**config.mk**
```make
export PLATFORM = sky130hd
export DESIGN_NAME = sme_scan_sched
export DESIGN_NICKNAME = d
export VERILOG_FILES = /design/src/rtl/sme_pkg.sv /design/src/rtl/sme_len_cnt.sv /design/src/rtl/sme_scan_sched.sv
export SDC_FILE = /design/constraint.sdc
export NUM_CORES = 1
export LEC_CHECK = 0
export BUFFER_PORTS_ARGS = -buffer_cell sky130_fd_sc_hd__buf_2
export CAP_MARGIN = 20
export CELL_PAD_IN_SITES_DETAIL_PLACEMENT = 1
export CELL_PAD_IN_SITES_GLOBAL_PLACEMENT = 2
export CORE_MARGIN = 2
export CORE_UTILIZATION = 36
export DETAILED_ROUTE_END_ITERATION = 8
export PLACE_DENSITY_LB_ADDON = 0.3
export SYNTH_ARGS = -nofsm -noshare
export SYNTH_HDL_FRONTEND = slang
export SYNTH_HIERARCHICAL = 1
export SYNTH_SLANG_ARGS = --single-unit
```
**constraint.sdc**
```tcl
create_clock -name clk_i -period 5.4 [get_ports clk_i]
set_input_delay 0.54 -clock clk_i [delete_from_list [all_inputs] [get_ports clk_i]]
set_output_delay 0.54 -clock clk_i [all_outputs]
set_load 0.02 [all_outputs]
```
**src/rtl/sme_pkg.sv**
```systemverilog
// Shared types and constants for the string-match scan sequencer.
package sme_pkg;

    localparam int unsigned STR_MAX  = 32;
    localparam int unsigned PAT_MAX  = 8;
    localparam int unsigned WDOG_CYC = 15;

    localparam int unsigned STR_AW = 5;
    localparam int unsigned PAT_AW = 3;
    localparam int unsigned SLEN_W = 6;
    localparam int unsigned PLEN_W = 4;

    // Pattern metacharacters interpreted by the compare datapath.
    localparam logic [7:0] CHAR_DOT  = 8'h2E;
    localparam logic [7:0] CHAR_STAR = 8'h2A;
    localparam logic [7:0] CHAR_HEAD = 8'h5E;
    localparam logic [7:0] CHAR_TAIL = 8'h24;

    typedef enum logic [2:0] {
        StIdle,
        StLdStr,
        StLdPat,
        StCheck,
        StIssue,
        StWait,
        StReport
    } state_e;

endpackage

```
**src/rtl/sme_len_cnt.sv**
```systemverilog
// Saturating length counter; flags whether the current char is actually stored.
module sme_len_cnt #(
    parameter int unsigned Max  = 32,
    parameter int unsigned LenW = 6
) (
    input  logic            clk_i,
    input  logic            rst_ni,
    input  logic            clr_i,
    input  logic            inc_i,
    output logic [LenW-1:0] len_o,
    output logic            we_o
);

    localparam logic [LenW-1:0] MaxLen = LenW'(Max);

    logic [LenW-1:0] len_d, len_q;

    // clr restarts the count; with inc the char goes to slot 0 and length becomes 1.
    always_comb begin
        len_d = len_q;
        we_o  = 1'b0;
        if (clr_i) begin
            len_d = inc_i ? LenW'(1) : '0;
            we_o  = inc_i;
        end else if (inc_i && (len_q < MaxLen)) begin
            len_d = len_q + LenW'(1);
            we_o  = 1'b1;
        end
    end

    // Length register.
    always_ff @(posedge clk_i or negedge rst_ni) begin
        if (!rst_ni) begin
            len_q <= '0;
        end else begin
            len_q <= len_d;
        end
    end

    assign len_o = len_q;

endmodule

```
**src/rtl/sme_scan_sched.sv**
```systemverilog
// Scan sequencer: loads string/pattern, steps compare windows, reports first hit.
// Optional compare-response watchdog enabled by defining SME_WDOG_EN.
module sme_scan_sched
    import sme_pkg::*;
(
    input  logic              clk_i,
    input  logic              rst_ni,
    input  logic [7:0]        chardata_i,
    input  logic              isstring_i,
    input  logic              ispattern_i,
    output logic              str_we_o,
    output logic [STR_AW-1:0] str_addr_o,
    output logic              pat_we_o,
    output logic [PAT_AW-1:0] pat_addr_o,
    output logic [7:0]        wr_data_o,
    output logic [SLEN_W-1:0] slen_o,
    output logic [PLEN_W-1:0] plen_o,
    output logic              cmp_start_o,
    output logic [STR_AW-1:0] cmp_pos_o,
    input  logic              cmp_done_i,
    input  logic              cmp_hit_i,
    output logic              valid_o,
    output logic              match_o,
    output logic [STR_AW-1:0] match_index_o
`ifdef SME_WDOG_EN
    ,
    output logic              wdog_flag_o
`endif
);

    state_e              state_q;
    logic [STR_AW-1:0]   pos_q;
    logic                cmp_start_q, valid_q, match_q;
    logic [STR_AW-1:0]   idx_q;
    logic                str_we_q, pat_we_q;
    logic [STR_AW-1:0]   str_addr_q;
    logic [PAT_AW-1:0]   pat_addr_q;
    logic [7:0]          wr_data_q;

    logic                str_inc, str_clr, str_we;
    logic                pat_inc, pat_clr, pat_we;
    logic [SLEN_W-1:0]   slen, plen_ext, last;
    logic [PLEN_W-1:0]   plen;
    logic                no_scan;

`ifdef SME_WDOG_EN
    localparam logic [3:0] WdogLast = 4'(WDOG_CYC - 1);
    logic [3:0] wdog_cnt_q;
    logic       wdog_flag_q;
`endif

    sme_len_cnt #(.Max(STR_MAX), .LenW(SLEN_W)) u_str_cnt (
        .clk_i  (clk_i),
        .rst_ni (rst_ni),
        .clr_i  (str_clr),
        .inc_i  (str_inc),
        .len_o  (slen),
        .we_o   (str_we)
    );

    sme_len_cnt #(.Max(PAT_MAX), .LenW(PLEN_W)) u_pat_cnt (
        .clk_i  (clk_i),
        .rst_ni (rst_ni),
        .clr_i  (pat_clr),
        .inc_i  (pat_inc),
        .len_o  (plen),
        .we_o   (pat_we)
    );

    // Load-side counter control; chars outside the load states are dropped.
    always_comb begin
        str_inc = 1'b0;
        str_clr = 1'b0;
        pat_inc = 1'b0;
        pat_clr = 1'b0;
        if (state_q inside {StIdle, StLdStr, StLdPat}) begin
            if (isstring_i) begin
                str_inc = 1'b1;
                str_clr = (state_q != StLdStr);
                // A new string arriving mid-pattern discards that pattern.
                pat_clr = (state_q == StLdPat);
            end else if (ispattern_i) begin
                pat_inc = 1'b1;
                pat_clr = (state_q != StLdPat);
            end
        end
    end

    assign plen_ext = {{(SLEN_W - PLEN_W){1'b0}}, plen};
    assign no_scan  = (slen == '0) || (plen == '0) || (plen_ext > slen);
    // Only consulted after CHECK has ruled out plen > slen.
    assign last     = slen - plen_ext;

    // Main FSM with registered write-port and result outputs.
    always_ff @(posedge clk_i or negedge rst_ni) begin
        if (!rst_ni) begin
            state_q     <= StIdle;
            pos_q       <= '0;
            cmp_start_q <= 1'b0;
            valid_q     <= 1'b0;
            match_q     <= 1'b0;
            idx_q       <= '0;
            str_we_q    <= 1'b0;
            str_addr_q  <= '0;
            pat_we_q    <= 1'b0;
            pat_addr_q  <= '0;
            wr_data_q   <= '0;
`ifdef SME_WDOG_EN
            wdog_cnt_q  <= '0;
            wdog_flag_q <= 1'b0;
`endif
        end else begin
            cmp_start_q <= 1'b0;
            valid_q     <= 1'b0;
            match_q     <= 1'b0;
            idx_q       <= '0;
            str_we_q    <= str_we;
            pat_we_q    <= pat_we;
            if (str_we) str_addr_q <= str_clr ? '0 : slen[STR_AW-1:0];
            if (pat_we) pat_addr_q <= pat_clr ? '0 : plen[PAT_AW-1:0];
            if (str_inc || pat_inc) wr_data_q <= chardata_i;

            unique case (state_q)
                StIdle: begin
                    if (isstring_i)       state_q <= StLdStr;
                    else if (ispattern_i) state_q <= StLdPat;
                end
                StLdStr: begin
                    if (!isstring_i) state_q <= ispattern_i ? StLdPat : StIdle;
                end
                StLdPat: begin
                    if (isstring_i)        state_q <= StLdStr;
                    else if (!ispattern_i) state_q <= StCheck;
                end
                StCheck: begin
                    if (no_scan) begin
                        state_q <= StReport;
                        valid_q <= 1'b1;
                    end else begin
                        pos_q       <= '0;
                        state_q     <= StIssue;
                        cmp_start_q <= 1'b1;
                    end
                end
                StIssue: begin
                    state_q <= StWait;
`ifdef SME_WDOG_EN
                    wdog_cnt_q <= 4'd1;
`endif
                end
                StWait: begin
                    if (cmp_done_i) begin
                        if (cmp_hit_i) begin
                            state_q <= StReport;
                            valid_q <= 1'b1;
                            match_q <= 1'b1;
                            idx_q   <= pos_q;
                        end else if ({1'b0, pos_q} == last) begin
                            state_q <= StReport;
                            valid_q <= 1'b1;
                        end else begin
                            pos_q       <= pos_q + 5'd1;
                            state_q     <= StIssue;
                            cmp_start_q <= 1'b1;
                        end
                    end
`ifdef SME_WDOG_EN
                    else if (wdog_cnt_q == WdogLast) begin
                        state_q     <= StReport;
                        valid_q     <= 1'b1;
                        wdog_flag_q <= 1'b1;
                    end else begin
                        wdog_cnt_q <= wdog_cnt_q + 4'd1;
                    end
`endif
                end
                StReport: state_q <= StIdle;
                default:  state_q <= StIdle;
            endcase
        end
    end

    assign str_we_o      = str_we_q;
    assign str_addr_o    = str_addr_q;
    assign pat_we_o      = pat_we_q;
    assign pat_addr_o    = pat_addr_q;
    assign wr_data_o     = wr_data_q;
    assign slen_o        = slen;
    assign plen_o        = plen;
    assign cmp_start_o   = cmp_start_q;
    assign cmp_pos_o     = pos_q;
    assign valid_o       = valid_q;
    assign match_o       = match_q;
    assign match_index_o = idx_q;
`ifdef SME_WDOG_EN
    assign wdog_flag_o   = wdog_flag_q;
`endif

endmodule

```
==> impl_results.md, run 1 <==
* Outcome: finished, final reports clean
* Critical Path RT at 5.63 ns
* Final Skew at roughly 0.013 ns
* Die Ht at roughly 84 um
* GRT busiest layer: met2
* Post-synth EDFFs at 0
* Slew Viols, Final at 0
* Final WL at 5.30 mm
* Max Root-Sink Buffers at 2
* Largest area contributor in the netlist: dfrtp_1
* First drt pass iteration count at 4
* Fraction of registers with async set/reset at 1.00
* CP max FO at 7
* Worst path bufs/invs at 1
* Multi-input gate area at approximately 1100 um^2
* Tmin final at 2.31 ns
* Core area at between 6000 and 7000 um^2
* Reg clk slew, reported paths at approximately 0.09 ns
* Initial core utilization at 0.367
* Register area at between 1000 and 1500 um^2
* WP data arrival at 2.54 ns
* Area grow syn2layout at 21.5%
* MaxCap Viol Count at 0
* Postcts setup bufs at 0
* Crit path kind: register to register
* Die width at ~84 um
* Setup TNS at 0 ns
* 1st-iter DRT viols at 38
* Util after Layout at 0.446
* H-tree levels at 2
* Unique masters post-synth at 53
* GPL Wtd Cong at between 0.8 and 0.9
* Worst Tran Pin Value at about 0.71 ns
* Post-Syn Instances at roughly 220
* I/O pin cnt at 55
* Dpl hpwl at approximately 3.9 mm
* Critical path cell sequence: inv_1, ha_1, a21oi_2, xnor2_1, mux2i_1, a2111oi_2, o211ai_2, nand2_4, mux2i_1
* Inserted Clock Buffers at 5
* GRT Overall Usage at 0.158
* Ys Warns at 6
* Number of I/O port buffers at between 50 and 60
* M1 GR Usage at 0.212
* Post-cts resize count at 0
* Top area cells in the synthesized netlist: dfrtp_1 48%, mux2_2 4.4%, ha_1 4.3%
* Sequential share of the synthesized area at 0.478
* Critical Path Most Common Cell: mux2i_1
* Final Hold Fails at 0
* First-pass GRT wire length at roughly 9.1 mm
* Fin crit share at 0.428
* Crit start category: register
* Rel. slew slack at 0.523
* Commonest cells post-synth: 44 x dfrtp_1, 21 x nand2_1, 20 x nor2_1, 14 x inv_1, 10 x o22ai_1
* M3 GR Usage at 0.0317
* Top-area cell type share of the netlist area at 0.478
* Fin nets at roughly 300
* Commonest register cell after synthesis: dfrtp_1
* Rows at 29
* Leak pwr at 0.00139 uW
* Share of layout cells above drive strength 1 at 0.319
* Worst hold path class: primary input to async pin
* Net Count, Synth at approximately 250
* Top cell family by delay on the critical path: compound AO/OA/AOI/OAI gates
* Vias per cell at 5.09
* RSZ-0062 raised after global routing: no
* Routed len/inst at between 10 and 15 um
* Mean Syn Cell Area at 10.3 um^2
* Yosys reg bits at 44
* Met2 Track Usage GR at 0.259
* Final antenna-violating net count at 0
* Fmax at between 0.4 and 0.5 GHz
* Initial antenna violation count at 0
* Count leader, synth: dfrtp_1
* Ant diodes at 0
* CTS tree: built
* PwrDens at 582 nW/um^2
* Hold_buf cts at 0
* Via count at roughly 1.8k
* Fill cell count at ~750
* Tot Pwr at about 1600 uW
* Die area at ~7100 um^2
* Cell with the largest stage delay on the worst path: dfrtp_1
* DRC viols at 0
* Pin count of the biggest net entering global routing at 45
* Vias in the first global route at approximately 1.9k
* Clock net sink count at 44
* Remaining Overflow, GRT at 0
* Max incr delay on CP at about 0.46 ns
* Final setup violation count at 0
* CTS root buffer: clkbuf_8
* Worst VDD drop at between 0.2 and 0.25 mV
* Clock Latency Late Sink at roughly 0.3 ns
* Post-Synthesis Cell Area at roughly 2300 um^2
* CP endpoint kind: register
final cells by class:
class	count	share of cell area
Multi-Input combinational cell	158	0.400
Sequential cell	44	0.393
Timing Repair Buffer	56	0.105
Clock buffer	7	0.0344
Tap cell	77	0.0344
Inverter	16	0.0214
Clock inverter	1	0.0107
flip-flops by register name, indices dropped and copies added (netlist names):
| name | count |
|---|---|
| cmp_pos_o | 5 |
| cmp_start_o | 1 |
| match_index_o | 5 |
| match_o | 1 |
| pat_addr_o | 3 |
| pat_we_o | 1 |
| state_q | 3 |
| str_addr_o | 5 |
| str_we_o | 1 |
| u_pat_cnt/len_o | 4 |
| u_str_cnt/len_o | 6 |
| valid_o | 1 |
| wr_data_o | 8 |
stage by stage:
step,cell area (um^2),setup WS (ns),hold WS [ns],cells
finish,2800,3.09,0.176,359
global route,2800,2.83,0.194,359
CTS,2780,2.59,0.445,357
detailed placement,2650,2.55,0.487,349
global placement,2650,2.69,0.480,349
floorplan,2300,3.23,0.244,223
worst paths after layout:
kind	from	endpoint	slack, ns	depth (start not counted)
setup / recovery	u_pat_cnt/len_o[3]	cmp_pos_o[1]	3.09	9
hold / removal	rst_ni	match_index_o[1]	0.18	1
setup reg to reg	u_pat_cnt/len_o[3]	cmp_pos_o[1]	3.09	9
hold reg to reg	wr_data_o[7]	wr_data_o[7]	0.50	1
max in group asynchronous	rst_ni	wr_data_o[0]	4.73	2
min in group clk_i	chardata_i[6]	wr_data_o[6]	0.48	2
report_power, final:
| part | internal (uW) | leakage [uW] | switching (uW) | total, uW |
|---|---|---|---|---|
| sequential | 433 | 0.000573 | 131 | 563 |
| combinational | 339 | 0.000754 | 449 | 788 |
| clock | 163 | 0.0000645 | 114 | 277 |
worst reg2reg max path, delay by kind of cell, from the launching register on:
family                   cells  cell delay [ns]
XOR/XNOR                     1             0.14
buffers and inverters        1             0.10
multiplexers                 2             0.29
flip-flops                   1             0.46
adder cells (fa/ha/maj)      1             0.35
AO/OA/AOI/OAI                3             0.74
AND/OR/NAND/NOR              1             0.16
routing by layer:
| metal | wire length, um | vias up |
|---|---|---|
| met1 | 2560 | 895 |
| met4 | 40 | 0 |
| met5 | 0 | - |
| met3 | 222 | 4 |
| met2 | 2470 | 41 |
| li1 | - | 889 |
logic make-up after synthesis:
kind of cell,count (synthesis),share of synthesized area
flip-flops,44,0.478
AND/OR/NAND/NOR,80,0.182
XOR/XNOR,9,0.0375
AO/OA/AOI/OAI,43,0.141
buffers and inverters,21,0.0358
multiplexers,18,0.0831
adder cells (fa/ha/maj),8,0.0434
cells in the final DEF (no fill, tap or decap), types with 4 or more instances in the layout:
master    count
nor2b_1       4
nand2_1      21
ha_1          8
buf_2        55
a21oi_1       6
and3_1        4
nor3_1        4
clkbuf_8      7
and2_1        6
nor2_1       20
xor2_1        4
dfrtp_1      44
o21ai_0       4
inv_1        14
nand3_1       5
mux2i_1       9
nand2b_1      5
mux2_2        9
xnor2_1       4
o22ai_1      10
Power figures use the tool's default switching activity.
==> run 2, diff against run 1 <==
--- a/config.mk
+++ b/config.mk
@@ -10,7 +10,7 @@
 export CELL_PAD_IN_SITES_DETAIL_PLACEMENT = 1
 export CELL_PAD_IN_SITES_GLOBAL_PLACEMENT = 2
 export CORE_MARGIN = 2
-export CORE_UTILIZATION = 36
+export CORE_UTILIZATION = 30
 export DETAILED_ROUTE_END_ITERATION = 8
 export PLACE_DENSITY_LB_ADDON = 0.3
 export SYNTH_ARGS = -nofsm -noshare
==> constraint.sdc (replaced) <==
create_clock -name clk_i -period 2 [get_ports clk_i]
set_input_delay 0.2 -clock clk_i [delete_from_list [all_inputs] [get_ports clk_i]]
set_output_delay 0.2 -clock clk_i [all_outputs]
set_load 0.02 [all_outputs]
==> impl_results.md, run 2 (synthesis results as in run 1) <==
* Most frequent cells in the layout: 54 x buf_2, 37 x dfrtp_1, 25 x buf_4, 21 x nand2_1, 19 x nor2_1 (was 55 x buf_2, 44 x dfrtp_1, 21 x nand2_1, 20 x nor2_1, 14 x inv_1)
* Setup WS post-layout at -0.0237 ns (was 3.09 ns)
* Fill cell count at 861 (was 751)
* Reg-to-Reg End: cmp_pos_o[1] (unchanged)
* Vias per cell at 4.74 (was 5.09)
* Inserted Clock Buffers at 5 (unchanged)
* Outcome: finished with violations (was finished, final reports clean)
* DP Area at 2870 um^2 (was 2650 um^2)
* Pre-CTS setup slack at -0.0824 ns (was 2.55 ns)
* Die area at 8400 um^2 (was 7060 um^2)
* DRC viols at 0 (unchanged)
* Area grow syn2layout at 34.1% (was 21.5%)
* Reg clk slew, reported paths at 0.09 ns (about the same)
* First-pass GRT wire length at 9.72 mm (was 9.14 mm)
* Max Root-Sink Buffers at 2 (unchanged)
* Register area at 1110 um^2 (was 1100 um^2)
* Leak pwr at 0.00150 uW (was 0.00139 uW)
* Fmax at 0.494 GHz (was 0.433 GHz)
* Core area at 7330 um^2 (was 6280 um^2)
* H-tree levels at 2 (unchanged)
* Commonest non-fill, non-tap cell in the layout: buf_2 (unchanged)
* Share of layout cells above drive strength 1 at 0.428 (was 0.319)
* MaxCap Viol Count at 0 (unchanged)
* First drt pass iteration count at 4 (unchanged)
* Fin crit share at 1.01 (was 0.428)
* 1st-iter DRT viols at 27 (was 38)
* Setup TNS at -0.0490 ns (was 0 ns)
* Worst VDD drop at 0.689 mV (was 0.210 mV)
* Routed len/inst at 14.2 um (was 14.8 um)
* Clock power share at 0.144 (was 0.170)
* Combinational share of power at 0.561 (was 0.484)
* P_sw at 2080 uW (was 693 uW)
* Worst hold path class: primary input to register (was primary input to async pin)
* End point of the critical path: cmp_pos_o[1] (unchanged)
* Final Cell Area at 3090 um^2 (was 2800 um^2)
* Hold wc startpoint: chardata_i[7]
* Crit path kind: register to register (unchanged)
* Flop-to-flop setup slack at -0.02 ns (was 3.09 ns)
* Clock Latency Late Sink at 0.30 ns (about the same)
* RSZ-0062 raised after global routing: yes (was no)
* Worst-case reg-to-reg path depth at 8 (was 9)
* Fin nets at 327 (was 303)
* Pin count of the biggest net entering global routing at 45 (unchanged)
* Final antenna-violating net count at 0 (unchanged)
* Final Hold Fails at 0 (unchanged)
* Final Skew at 0.00798 ns (was 0.0133 ns)
* CTS root buffer: clkbuf_8 (unchanged)
* PwrDens at 1580 nW/um^2 (was 582 nW/um^2)
* Sequential share of power at 0.295 (was 0.346)
* Critical Path RT at 2.23 ns (was 5.63 ns)
* I/O pin cnt at 55 (unchanged)
* Final setup violation count at 3 (was 0)
* GRT Overall Usage at 0.143 (was 0.158)
* Remaining Overflow, GRT at 0 (unchanged)
* Dpl hpwl at 4.32 mm (was 3.88 mm)
* Tmin final at 2.02 ns (was 2.31 ns)
* Slew Viols, Final at 0 (unchanged)
* Ant diodes at 0 (unchanged)
* CP max FO at 6 (was 7)
* Vias in the first global route at 1996 (was 1879)
* Util after Layout at 0.422 (was 0.446)
* Crit start category: register (unchanged)
* Initial antenna violation count at 0 (unchanged)
* Max reg flops at 8 (unchanged)
* Multi-input gate area at 1210 um^2 (was 1120 um^2)
* Number of I/O port buffers at 54 (unchanged)
* Failing checks: setup timing
* CTS tree: built (unchanged)
* WP data arrival at 2.25 ns (was 2.54 ns)
* Pint at 2810 uW (was 935 uW)
* Clock net sink count at 44 (unchanged)
* Rel. slew slack at 0.618 (was 0.523)
* Die width at 91.7 um (was 84.0 um)
* GPL Wtd Cong at 0.776 (was 0.842)
* CP endpoint kind: register (unchanged)
* Initial core utilization at 0.314 (was 0.367)
* Rows at 31 (was 29)
* CP Launch Point: u_str_cnt/len_o[1] (was u_pat_cnt/len_o[3])
* Final WL at 5.74 mm (was 5.30 mm)
* Switching share of power at 0.425 (was 0.426)
* Worst Tran Pin Value at 0.572 ns (was 0.713 ns)
* Via count at 1919 (was 1829)
* Die Ht at 91.7 um (was 84.0 um)
* Reg-to-reg startpoint: u_str_cnt/len_o[1] (was u_pat_cnt/len_o[3])
run 2: worst max-delay path: stages (launching register included):
cell,delay [ns]
dfrtp_2,0.44
ha_4,0.29
nor2b_4,0.17
o211ai_2,0.10
mux2i_1,0.16
a2111oi_4,0.28
o211ai_4,0.18
nand2_4,0.14
mux2i_1,0.19
run 2: area by class of cell:
| type | instances | share of cell area |
|---|---|---|
| tap | 99 | 0.0401 |
| inverter | 16 | 0.0194 |
| sequential | 44 | 0.359 |
| clock inverter | 3 | 0.0150 |
| clock buffer | 5 | 0.0223 |
| timing repair buffer | 80 | 0.151 |
| multi-input combinational | 158 | 0.393 |
run 2: metal layers:
metal  GRT usage  wire length (um)  share of wire  vias up
met2       0.243              2800           0.49       51
met3      0.0296               260          0.045        5
met1       0.186              2630           0.46      914
met4      0.0341                43         0.0075        0
li1            -                 -              -      949
met5           0                 0              0        -
run 2: what timing repair did:
item / in CTS / in global routing
hold buffers: 1 / 0
setup buffers: 1 / 3
endpoints found under the setup margin: 8 / 8
gates cloned: 0 / 0
pin swaps: 4 / 3
resized for setup: 5 / 6
hold endpoints to repair: 36 / 0
run 2: through the flow:
step                power, uW  hold WS [ns]  std cells
floorplan                3120       -0.0956        223
global placement         3880         0.327        392
detailed placement       3930         0.331        392
CTS                      4810         0.119        402
global route             5280         0.118        405
finish                   4890         0.131        405
run 2: worst min-delay path by stage:
| stage | slack (ns) | depth (start not counted) | end |
|---|---|---|---|
| finish | 0.13 | 2 | wr_data_o[7] |
| global placement | 0.33 | 2 | str_addr_o[4] |
| detailed placement | 0.33 | 2 | str_addr_o[4] |
| floorplan | -0.1 | 0 | cmp_pos_o[0] |
| CTS | 0.12 | 2 | wr_data_o[5] |
| global route | 0.12 | 2 | wr_data_o[6] |
run 2: power by group through the flow:
stage | registers [uW] | logic [uW] | clock network (uW)
2_1_floorplan | 1750 | 1370 | 0
3_3_place_gp | 1450 | 2420 | 0
3_5_place_dp | 1460 | 2460 | 0
4_1_cts | 1450 | 2620 | 736
5_1_grt | 1500 | 3010 | 769
6_report | 1440 | 2740 | 705
